<file path="config.mk">
export PLATFORM = sky130hd
export DESIGN_NAME = bomb_ctrl
export DESIGN_NICKNAME = d
export VERILOG_FILES = /design/src/rtl/bomberman_pkg.sv /design/src/rtl/frame_tick_sync.sv /design/src/rtl/bomb_ctrl.sv
export SDC_FILE = /design/constraint.sdc
export NUM_CORES = 1
export LEC_CHECK = 0
export BUFFER_PORTS_ARGS = -buffer_cell sky130_fd_sc_hd__buf_2
export CORE_MARGIN = 2
export CORE_UTILIZATION = 23
export DETAILED_ROUTE_END_ITERATION = 8
export HOLD_SLACK_MARGIN = 0.05
export PLACE_DENSITY = 0.42
export SKIP_CTS_REPAIR_TIMING = 1
export SLEW_MARGIN = 20
export SYNTH_ARGS = -nofsm -noshare
export SYNTH_HDL_FRONTEND = slang
export SYNTH_SLANG_ARGS = --single-unit
export TNS_END_PERCENT = 10
</file>
<file path="constraint.sdc">
create_clock -name Clk -period 4.5 [get_ports Clk]
set_input_delay 0.45 -clock Clk [delete_from_list [all_inputs] [get_ports Clk]]
set_output_delay 0.45 -clock Clk [all_outputs]
set_load 0.05 [all_outputs]
</file>
<file path="src/rtl/bomberman_pkg.sv">
// Shared tile-map geometry, tile codes and the bomb controller state encoding.
package bomberman_pkg;

  localparam int unsigned MAP_COLS = 20;
  localparam int unsigned MAP_ROWS = 15;
  localparam int unsigned ADDR_W   = 10;
  localparam int unsigned TILE_W   = 4;
  localparam int unsigned NBR_N    = 4;   // up, down, left, right

  localparam logic [TILE_W-1:0] TILE_FLOOR = 4'd0;
  localparam logic [TILE_W-1:0] TILE_WALL  = 4'd1;
  localparam logic [TILE_W-1:0] TILE_BRICK = 4'd2;

  localparam logic [ADDR_W-1:0] NO_TILE = 10'h3FF;

  typedef enum logic [2:0] {
    IDLE,
    ARMED,
    SCAN,
    CLEAR,
    BLAST
  } bomb_state_t;

  // Linear tile index for a (row, col) pair.
  function automatic logic [ADDR_W-1:0] tile_idx(input logic [4:0] row, input logic [4:0] col);
    return ADDR_W'(row) * ADDR_W'(MAP_COLS) + ADDR_W'(col);
  endfunction

endpackage

</file>
<file path="src/rtl/frame_tick_sync.sv">
// Frame tick generator: two-flop synchronizer on frame_clk followed by a
// rising-edge detect, giving a one-Clk-wide tick per frame.
//   Clk, Reset : system clock, async active-high reset
//   frame_clk  : vsync-rate level, treated as asynchronous data
//   tick       : one-cycle pulse per frame_clk rising edge
module frame_tick_sync (
  input  logic Clk,
  input  logic Reset,
  input  logic frame_clk,
  output logic tick
);

  // [0],[1] synchronizer stages, [2] previous synchronized value
  logic [2:0] sync_q;

  always_ff @(posedge Clk or posedge Reset) begin
    if (Reset) sync_q <= '0;
    else       sync_q <= {sync_q[1:0], frame_clk};
  end

  assign tick = sync_q[1] & ~sync_q[2];

endmodule

</file>
<file path="src/rtl/bomb_ctrl.sv">
// Single-bomb controller: places a bomb at the player's center tile, runs the
// fuse, scans the four neighbors through the map read port, erases bricks via
// the map write port and publishes the five lethal tiles during the blast.
//   Clk, Reset          : system clock, async active-high reset
//   frame_clk, allow    : frame-rate level and game-state code (0/1/31 = paused)
//   bomb_drop, userX/Y  : drop request level and player sprite top-left
//   map_addr / map_data : map read port (1-cycle read latency)
//   ram_en/addr/data    : map write port used to erase bricks
//   bombX/Y, bombXS/YS  : bomb sprite origin and size
//   bomb_active         : placement through end of blast
//   die_addr[0..4]      : lethal tiles center, up, down, left, right
module bomb_ctrl
  import bomberman_pkg::*;
#(
  parameter int unsigned FUSE_FRAMES  = 120,
  parameter int unsigned BLAST_FRAMES = 30
) (
  input  logic        Clk,
  input  logic        Reset,
  input  logic        frame_clk,
  input  logic [4:0]  allow,
  input  logic        bomb_drop,
  input  logic [9:0]  userX,
  input  logic [9:0]  userY,
  output logic [9:0]  map_addr,
  input  logic [3:0]  map_data,
  output logic        ram_en,
  output logic [9:0]  ram_addr,
  output logic [3:0]  ram_data,
  output logic [9:0]  bombX,
  output logic [9:0]  bombY,
  output logic [9:0]  bombXS,
  output logic [9:0]  bombYS,
  output logic        bomb_active,
  output logic [9:0]  die_addr [5]
);

  localparam int unsigned FUSE_W  = $clog2(FUSE_FRAMES + 1);
  localparam int unsigned BLAST_W = $clog2(BLAST_FRAMES + 1);

  bomb_state_t        state_q, state_n;
  logic [FUSE_W-1:0]  fuse_q, fuse_n;
  logic [BLAST_W-1:0] blast_q, blast_n;
  logic [2:0]         scan_q, scan_n;
  logic [4:0]         row_q, row_n, col_q, col_n;
  logic [9:0]         tile_q, tile_n;
  logic [3:0]         code_q [NBR_N];
  logic [3:0]         code_n [NBR_N];
  logic [NBR_N-1:0]   pend_q, pend_n;
  logic               drop_q;

  logic [9:0] map_addr_n, ram_addr_n, bombX_n, bombY_n;
  logic       ram_en_n, bomb_active_n;
  logic [9:0] die_n [5];

  logic             tick, paused, tick_ok, drop_edge;
  logic [4:0]       row_c, col_c;
  logic [9:0]       nbr_addr [NBR_N];
  logic [NBR_N-1:0] nbr_ok, brick_now, issue_mask;
  logic [1:0]       sel, scan_next_k, scan_cap_k;

  frame_tick_sync u_tick (
    .Clk       (Clk),
    .Reset     (Reset),
    .frame_clk (frame_clk),
    .tick      (tick)
  );

  assign bombXS = 10'd32;
  assign bombYS = 10'd32;

  assign paused    = (allow == 5'd0) || (allow == 5'd1) || (allow == 5'd31);
  assign tick_ok   = tick & ~paused;
  assign drop_edge = bomb_drop & ~drop_q;

  // Placement point is the sprite center (userX+10, userY+13).
  assign col_c = 5'((userX + 10'd10) >> 5);
  assign row_c = 5'((userY + 10'd13) >> 5);

  // Neighbor addresses and on-grid flags, order up, down, left, right.
  assign nbr_addr[0] = tile_q - 10'd20;
  assign nbr_addr[1] = tile_q + 10'd20;
  assign nbr_addr[2] = tile_q - 10'd1;
  assign nbr_addr[3] = tile_q + 10'd1;
  assign nbr_ok[0]   = (row_q != 5'd0);
  assign nbr_ok[1]   = (row_q != 5'(MAP_ROWS - 1));
  assign nbr_ok[2]   = (col_q != 5'd0);
  assign nbr_ok[3]   = (col_q != 5'(MAP_COLS - 1));

  assign scan_next_k = 2'(scan_q + 3'd1);
  assign scan_cap_k  = 2'(scan_q - 3'd1);

  // Capture of read data; off-grid neighbors are never read and count as wall.
  always_comb begin
    for (int k = 0; k < int'(NBR_N); k++) code_n[k] = code_q[k];
    if (state_q == SCAN && scan_q != 3'd0)
      code_n[scan_cap_k] = nbr_ok[scan_cap_k] ? map_data : TILE_WALL;
    for (int k = 0; k < int'(NBR_N); k++) brick_now[k] = (code_n[k] == TILE_BRICK);
  end

  // Lowest pending brick is erased first.
  always_comb begin
    issue_mask = (state_q == SCAN) ? brick_now : pend_q;
    sel        = 2'd0;
    for (int k = int'(NBR_N) - 1; k >= 0; k--)
      if (issue_mask[k]) sel = 2'(k);
  end

  // Next-state and registered-output logic.
  always_comb begin
    state_n       = state_q;
    fuse_n        = fuse_q;
    blast_n       = blast_q;
    scan_n        = scan_q;
    row_n         = row_q;
    col_n         = col_q;
    tile_n        = tile_q;
    pend_n        = pend_q;
    map_addr_n    = map_addr;
    ram_en_n      = 1'b0;
    ram_addr_n    = ram_addr;
    bombX_n       = bombX;
    bombY_n       = bombY;
    bomb_active_n = bomb_active;
    for (int k = 0; k < 5; k++) die_n[k] = die_addr[k];

    unique case (state_q)
      IDLE: begin
        if (drop_edge && !paused) begin
          state_n       = ARMED;
          fuse_n        = FUSE_W'(FUSE_FRAMES);
          row_n         = row_c;
          col_n         = col_c;
          tile_n        = tile_idx(row_c, col_c);
          bombX_n       = {col_c, 5'd0};
          bombY_n       = {row_c, 5'd0};
          bomb_active_n = 1'b1;
        end
      end
      ARMED: begin
        if (tick_ok) begin
          if (fuse_q <= FUSE_W'(1)) begin
            state_n    = SCAN;
            fuse_n     = '0;
            scan_n     = 3'd0;
            map_addr_n = nbr_ok[0] ? nbr_addr[0] : tile_q;
          end else begin
            fuse_n = fuse_q - FUSE_W'(1);
          end
        end
      end
      SCAN: begin
        scan_n = scan_q + 3'd1;
        if (scan_q < 3'd3)
          map_addr_n = nbr_ok[scan_next_k] ? nbr_addr[scan_next_k] : tile_q;
        if (scan_q == 3'd4) begin
          state_n = CLEAR;
          scan_n  = 3'd0;
          pend_n  = '0;
          if (issue_mask != '0) begin
            ram_en_n   = 1'b1;
            ram_addr_n = nbr_addr[sel];
            pend_n     = issue_mask & ~(4'b0001 << sel);
          end
        end
      end
      CLEAR: begin
        if (issue_mask != '0) begin
          ram_en_n   = 1'b1;
          ram_addr_n = nbr_addr[sel];
          pend_n     = issue_mask & ~(4'b0001 << sel);
        end else begin
          state_n  = BLAST;
          blast_n  = BLAST_W'(BLAST_FRAMES);
          die_n[0] = tile_q;
          for (int k = 0; k < int'(NBR_N); k++)
            die_n[k+1] = (code_q[k] != TILE_WALL) ? nbr_addr[k] : NO_TILE;
        end
      end
      BLAST: begin
        if (tick_ok) begin
          if (blast_q <= BLAST_W'(1)) begin
            state_n       = IDLE;
            blast_n       = '0;
            bomb_active_n = 1'b0;
            for (int k = 0; k < 5; k++) die_n[k] = NO_TILE;
          end else begin
            blast_n = blast_q - BLAST_W'(1);
          end
        end
      end
      default: state_n = IDLE;
    endcase
  end

  // State and output registers.
  always_ff @(posedge Clk or posedge Reset) begin
    if (Reset) begin
      state_q     <= IDLE;
      fuse_q      <= '0;
      blast_q     <= '0;
      scan_q      <= '0;
      row_q       <= '0;
      col_q       <= '0;
      tile_q      <= '0;
      pend_q      <= '0;
      drop_q      <= 1'b0;
      map_addr    <= '0;
      ram_en      <= 1'b0;
      ram_addr    <= '0;
      ram_data    <= '0;
      bombX       <= '0;
      bombY       <= '0;
      bomb_active <= 1'b0;
      for (int k = 0; k < int'(NBR_N); k++) code_q[k] <= TILE_FLOOR;
      for (int k = 0; k < 5; k++) die_addr[k] <= NO_TILE;
    end else begin
      state_q     <= state_n;
      fuse_q      <= fuse_n;
      blast_q     <= blast_n;
      scan_q      <= scan_n;
      row_q       <= row_n;
      col_q       <= col_n;
      tile_q      <= tile_n;
      pend_q      <= pend_n;
      drop_q      <= bomb_drop;
      map_addr    <= map_addr_n;
      ram_en      <= ram_en_n;
      ram_addr    <= ram_addr_n;
      ram_data    <= '0;
      bombX       <= bombX_n;
      bombY       <= bombY_n;
      bomb_active <= bomb_active_n;
      for (int k = 0; k < int'(NBR_N); k++) code_q[k] <= code_n[k];
      for (int k = 0; k < 5; k++) die_addr[k] <= die_n[k];
    end
  end

endmodule

</file>
==> summary.txt, run 1 <==
Outcome
  • Status: complete, no violations

Run
  • Max-capacitance violation count: 0

Routing
  • 1st-iter DRT viols: 465
  • WL/cell: 17.2 um
  • # DRC: 0
  • Drt pass-1 iters: 5
  • Final WL: 24100 um
  • Avg Vias per Cell: between 4 and 5
  • Post-route ant nets: 0
  • Via count: around 6500

Synthesis
  • Yosys top cell area share: 0.256
  • Yosys warning total: 0
  • Register bit total from synthesis: about 130
  • Syn Inst Count: 834
  • Async S/R FF share, synth: 1.00
  • Number of synthesized flops with an enable pin: 0
  • Synthesized area per cell: 9.62 sq um
  • Cell area after synthesis: 8020 sq um
  • Register area share after synthesis: 0.419
  • Synth cell types: 75
  • Synth area leaders: dfrtp_1 (26%), dfstp_2 (16%), nand2_1 (4.8%)
  • Most used DFF post-synth: dfrtp_1
  • Yosys top cell by area: dfrtp_1

Worst setup path
  • Critical path endpoint category: flop
  • Startpoint types: flop
  • Worst endpoint required time: 4.85 ns
  • R2R cell count: 10
  • Critical path type: reg2reg
  • Worst flop-to-flop path endpoint: die_addr[7]
  • Critical Path AT: ~4.2 ns
  • Worst r2r src: col_q[0]
  • Reg2reg setup slack: 0.65 ns
  • Crit path max fanout: 48

Die
  • Core ar.: around 34000 sq um
  • DIE AREA: 36400 sq um
  • Ports: 149
  • Cell Rows: 68
  • Initial Util: 0.233
  • Die Wd: 191 um
  • Chip height: 191 um

Clock tree
  • CTS sink count: 132
  • CTS buffer count: 17
  • Max Root-Sink Buffers: 2
  • Clock transition at path regs: 0.07 ns
  • Worst skew pair latency: around 0.43 ns
  • CTS tree: built
  • H-tree Lvls: 4
  • Root Buffer: clkbuf_16

Finish
  • Multi-input gate area: ~4200 sq um
  • Fill cells: between 3000 and 4000
  • Area Growth Syn to Fin: 19.0%
  • Final nets: 993
  • Most common cell after layout, fill and taps aside: buf_2
  • Share of layout cells above drive strength 1: 0.265
  • Ant diodes: 0
  • Most frequent cells in the layout: buf_2 (113), nand2_1 (103), dfrtp_1 (82), o21ai_0 (56), dfstp_2 (50)
  • FF/Latch Area: 3370 sq um

Hold path
  • Worst hold path endpoint: u_tick.sync_q[0]
  • Worst hold path class: in2reg
  • HP Start: frame_clk
  • WHS Path Cells: 1

Global route
  • GR met2 Demand/Resource: 0.204
  • Global Route Usage Sum: 0.135
  • Number of global-route vias before repair: 6398
  • Met3 Use GR: 0.0252
  • Grt total ovfl: 0
  • Largest net degree at the start of global routing: 89
  • Met1 GRT Util: 0.196
  • Antenna violations before repair: 0
  • Top Usage Layer GRT: met2
  • First-pass GRT wire length: 37900 um

STA
  • Setup TNS Final: 0 ns
  • Slew @ Worst Pin: 0.970 ns
  • Max frequency: 260 MHz
  • Clk_skew: 0.0149 ns
  • Final Hold Fails: 0
  • Rel. slew slack: 0.352
  • Setup-failing EPs final: 0
  • RSZ-0062 raised after global routing: false
  • Final Cycle Share: 0.855
  • Post-layout min period: 3.85 ns
  • Slew Viols, Final: 0

Place
  • GP Congestion: 0.838
  • Number of port buffers: between 100 and 150
  • Post-DP HPWL: approximately 18000 um
[registers in the layout, summed over array words and instances, names as in the netlist, 4 cells and up]
| register | cells |
|---|---|
| blast_q | 5 |
| code_q | 16 |
| col_q | 5 |
| die_addr | 50 |
| fuse_q | 7 |
| map_addr | 10 |
| pend_q | 4 |
| ram_addr | 10 |
| row_q | 5 |
| tile_q | 8 |
[cell usage after synthesis (all sizes together), types with 14 or more instances]
library cell	instances
nand2	103
dfrtp	82
o21ai	60
mux2	52
buf	51
dfstp	50
nor2	47
a21oi	37
xnor2	36
clkbuf	27
inv	26
nor3	24
ha	23
nand3	17
xor2	15
o21a	14
[per-stage QoR]
step,utilization,instance area [sq um],setup slack (ns),hold WS (ns),std cells
floorplan,-,8140,0.607,0.331,866
global placement,0.260,8950,0.612,0.334,1371
detailed placement,0.260,8950,0.633,0.336,1371
CTS,0.277,9550,0.624,0.112,1403
global route,0.277,9550,0.417,0.123,1403
finish,0.277,9550,0.651,0.130,1403
[area by class of cell]
type | instances | share of cell area
clock buffers | 20 | 0.0479
clock inverters | 12 | 0.0149
inverters | 27 | 0.0111
multi-input cells | 629 | 0.442
flip-flops and latches | 132 | 0.352
well taps | 455 | 0.0596
repair buffers | 128 | 0.0723
[per-layer routing]
layer  routed length (um)  vias to the layer above
met4                  199                        0
met2                10500                      172
li1                     -                     3110
met3                 1130                       10
met5                    0                        -
met1                12200                     3170
[worst max-delay path: stages, from the launching register on]
cell and delay, ns:
dfrtp_1 0.62, ha_1 0.42, nand3b_1 0.16, a2111o_1 0.54
a41o_1 0.31, o22ai_2 0.25, o21a_1 0.39, nand4_4 0.17
a21oi_4 0.23, buf_12 0.27, mux2_1 0.36
[logic make-up (layout without fill, tap and decap cells)]
family,after synthesis,count (layout),share of synthesized area
xor+xnor,51,51,0.0557
simple gates,279,279,0.175
fa+ha+maj,25,25,0.0409
mux,59,59,0.0895
other cells,2,34,0.000936
compound gates,181,181,0.148
flops,132,132,0.419
buf+inv,105,187,0.0710
[worst max path at each step]
stage                     startpoint      endpoint  slack, ns  depth (start not counted)
after floorplan                Reset    blast_q[0]       0.61                          1
after global placement      col_q[0]  die_addr[25]       0.61                         10
after detailed placement    col_q[0]   die_addr[7]       0.63                         10
after CTS                   col_q[0]   die_addr[7]       0.62                         10
after global routing        col_q[0]   die_addr[7]       0.42                         10
final                       col_q[0]   die_addr[7]       0.65                         10
Power of run 1 is not shown: default switching activity piles up to over one toggle a cycle in this logic, so the estimate is an artifact.
==> run 2, diff against run 1 <==
--- a/config.mk
+++ b/config.mk
@@ -10,7 +10,7 @@
 export CORE_UTILIZATION = 23
 export DETAILED_ROUTE_END_ITERATION = 8
 export HOLD_SLACK_MARGIN = 0.05
-export PLACE_DENSITY = 0.42
+export PLACE_DENSITY = 0.41
 export SKIP_CTS_REPAIR_TIMING = 1
 export SLEW_MARGIN = 20
 export SYNTH_ARGS = -nofsm -noshare
==> run 2 against run 1 <==
  * Clock-buffer cell count did not move
  * Global-route usage rose by 0.20 points
  * Core utilization rose by 0.084 points
  * Worst hold slack got worse by 0.014 ns
  * Register-to-register slack got worse by 0.04 ns
  * Design area rose by 0.30%
  * Sequential cell count did not move
  * Maximum frequency fell by 1.0%
  * First-iteration DRC count fell by 26%
  * Cell count rose by 0.36%
  * Setup slack got worse by 0.041 ns
  * Clock skew rose by 0.00087 ns
==> summary.txt, run 2 (synthesis results as in run 1) <==
Worst setup path
  • Critical path endpoint category: flop
  • Worst-path cell chain: inv_2, ha_1, nand3b_1, a2111o_1, a41o_1, o22ai_2, o21a_1, nand4_4, a21oi_4, buf_12, mux2_1
  • CP peak stage delay: 0.58 ns (-0.04 ns)
  • Worst r2r src: col_q[0]
  • Worst path bufs/invs: 2 (+1)
  • Source of the critical timing path: col_q[0]
  • Critical Path AT: 4.24 ns (+0.04 ns)
  • Worst flop-to-flop path endpoint: die_addr[14]
  • CP max-delay cell: a2111o_1
  • Startpoint types: flop
  • Worst setup endpoint: die_addr[14]
  • Crit path max fanout: 50 (+4.2%)
  • R2R cell count: 11 (+1)
  • Worst path depth: 11 (+1)
  • Crit-path leading delay family: compound AO/OA/AOI/OAI gates
  • Critical path type: reg2reg
  • Reg2reg setup slack: 0.61 ns (-0.04 ns)
  • Worst endpoint required time: 4.85 ns (about the same)

Finish
  • Max FFs per register: 50 (unchanged)
  • Most common cell after layout, fill and taps aside: buf_2
  • Area Growth Syn to Fin: 19.4%
  • Largest register by flop count: die_addr
  • Ant diodes: 0 (unchanged)
  • Final nets: 998 (+0.50%)
  • Most frequent cells in the layout: buf_2 (113), nand2_1 (103), dfrtp_1 (82), o21ai_0 (56), dfstp_2 (50)
  • Share of layout cells above drive strength 1: 0.270 (+0.00491)
  • Fill cells: 3709 (+0.68%)
  • Multi-input gate area: 4220 sq um (+0.12%)
  • FF/Latch Area: 3370 sq um (unchanged)
  • Biggest regs: die_addr: 50 flops, code_q: 16 flops

Die
  • Die Wd: 191 um (unchanged)
  • Core ar.: 34500 sq um (unchanged)
  • Ports: 149 (unchanged)
  • Chip height: 191 um (unchanged)
  • Cell Rows: 68 (unchanged)
  • Initial Util: 0.233 (unchanged)
  • DIE AREA: 36400 sq um (unchanged)

Global route
  • Global Route Usage Sum: 0.137 (+0.00201)
  • Largest net degree at the start of global routing: 70 (-21%)
  • First-pass GRT wire length: 38500 um (+1.6%)
  • Grt total ovfl: 0 (unchanged)
  • Number of global-route vias before repair: 6569 (+2.7%)
  • Antenna violations before repair: 0 (unchanged)

Routing
  • Avg Vias per Cell: 4.61 (about the same)
  • Final WL: 24200 um (+0.74%)
  • Via count: 6489 (+0.42%)
  • 1st-iter DRT viols: 346 (-26%)
  • # DRC: 0 (unchanged)
  • Post-route ant nets: 0 (unchanged)
  • Drt pass-1 iters: 5 (unchanged)
  • WL/cell: 17.2 um (+0.39%)

Outcome
  • Status: complete, no violations

STA
  • Final Hold Fails: 0 (unchanged)
  • Setup TNS Final: 0 ns (unchanged)
  • Clk_skew: 0.0158 ns (+0.000869 ns)
  • Setup-failing EPs final: 0 (unchanged)
  • Rel. slew slack: 0.457 (+0.105)
  • Max frequency: 257 MHz (-1.0%)
  • Slew Viols, Final: 0 (unchanged)
  • Slew @ Worst Pin: 0.815 ns (-0.155 ns)
  • Final Cycle Share: 0.864 (+0.00905)
  • RSZ-0062 raised after global routing: false
  • Post-layout min period: 3.89 ns (+0.0407 ns)

Clock tree
  • H-tree Lvls: 4 (unchanged)
  • CTS sink count: 132 (unchanged)
  • Clock transition at path regs: 0.06 ns (about the same)
  • CTS buffer count: 17 (unchanged)
  • CTS tree: built
  • Worst skew pair latency: 0.43 ns (about the same)
  • Root Buffer: clkbuf_16
  • Max Root-Sink Buffers: 2 (unchanged)

Place
  • GP Congestion: 0.806 (-3.8%)
  • Post-DP HPWL: 18300 um (+2.2%)
  • Number of port buffers: 113 (unchanged)

Run
  • Max-capacitance violation count: 0 (unchanged)

Hold path
  • Worst hold path class: in2async
==> run 2: worst min-delay path by stage <==
stage	startpoint	end	slack (ns)	cells past startpoint
6_report	Reset	blast_q[4]	0.12	2
5_1_grt	frame_clk	u_tick.sync_q[0]	0.13	1
4_1_cts	bomb_drop	drop_q	0.13	1
3_5_place_dp	u_tick.sync_q[0]	u_tick.sync_q[1]	0.34	0
3_3_place_gp	u_tick.sync_q[0]	u_tick.sync_q[1]	0.34	0
2_1_floorplan	u_tick.sync_q[0]	u_tick.sync_q[1]	0.33	0
==> run 2: stage by stage <==
stage / instances / hold slack [ns] / instance area [sq um] / setup WS, ns / utilization
final: 1408 / 0.115 / 9580 / 0.610 / 0.278
after global routing: 1408 / 0.131 / 9580 / 0.386 / 0.278
after CTS: 1408 / 0.130 / 9580 / 0.643 / 0.278
after detailed placement: 1376 / 0.336 / 8990 / 0.665 / 0.261
after global placement: 1376 / 0.335 / 8990 / 0.664 / 0.261
after floorplan: 866 / 0.331 / 8140 / 0.607 / -
==> run 2: per-layer routing <==
layer,vias to the layer above,wire (um),track usage
li1,3111,-,-
met1,3194,12600,0.202
met2,173,10400,0.209
met3,11,1090,0.0237
met4,0,164,0.0283
met5,-,0,0
==> run 2: cell type report <==
class	count	area share
flip-flops and latches	132	0.351
inverters	27	0.0111
multi-input cells	629	0.441
clock buffers	20	0.0489
well taps	455	0.0594
repair buffers	133	0.0760
clock inverters	12	0.0124
Power of run 2 is left out for the same reason.
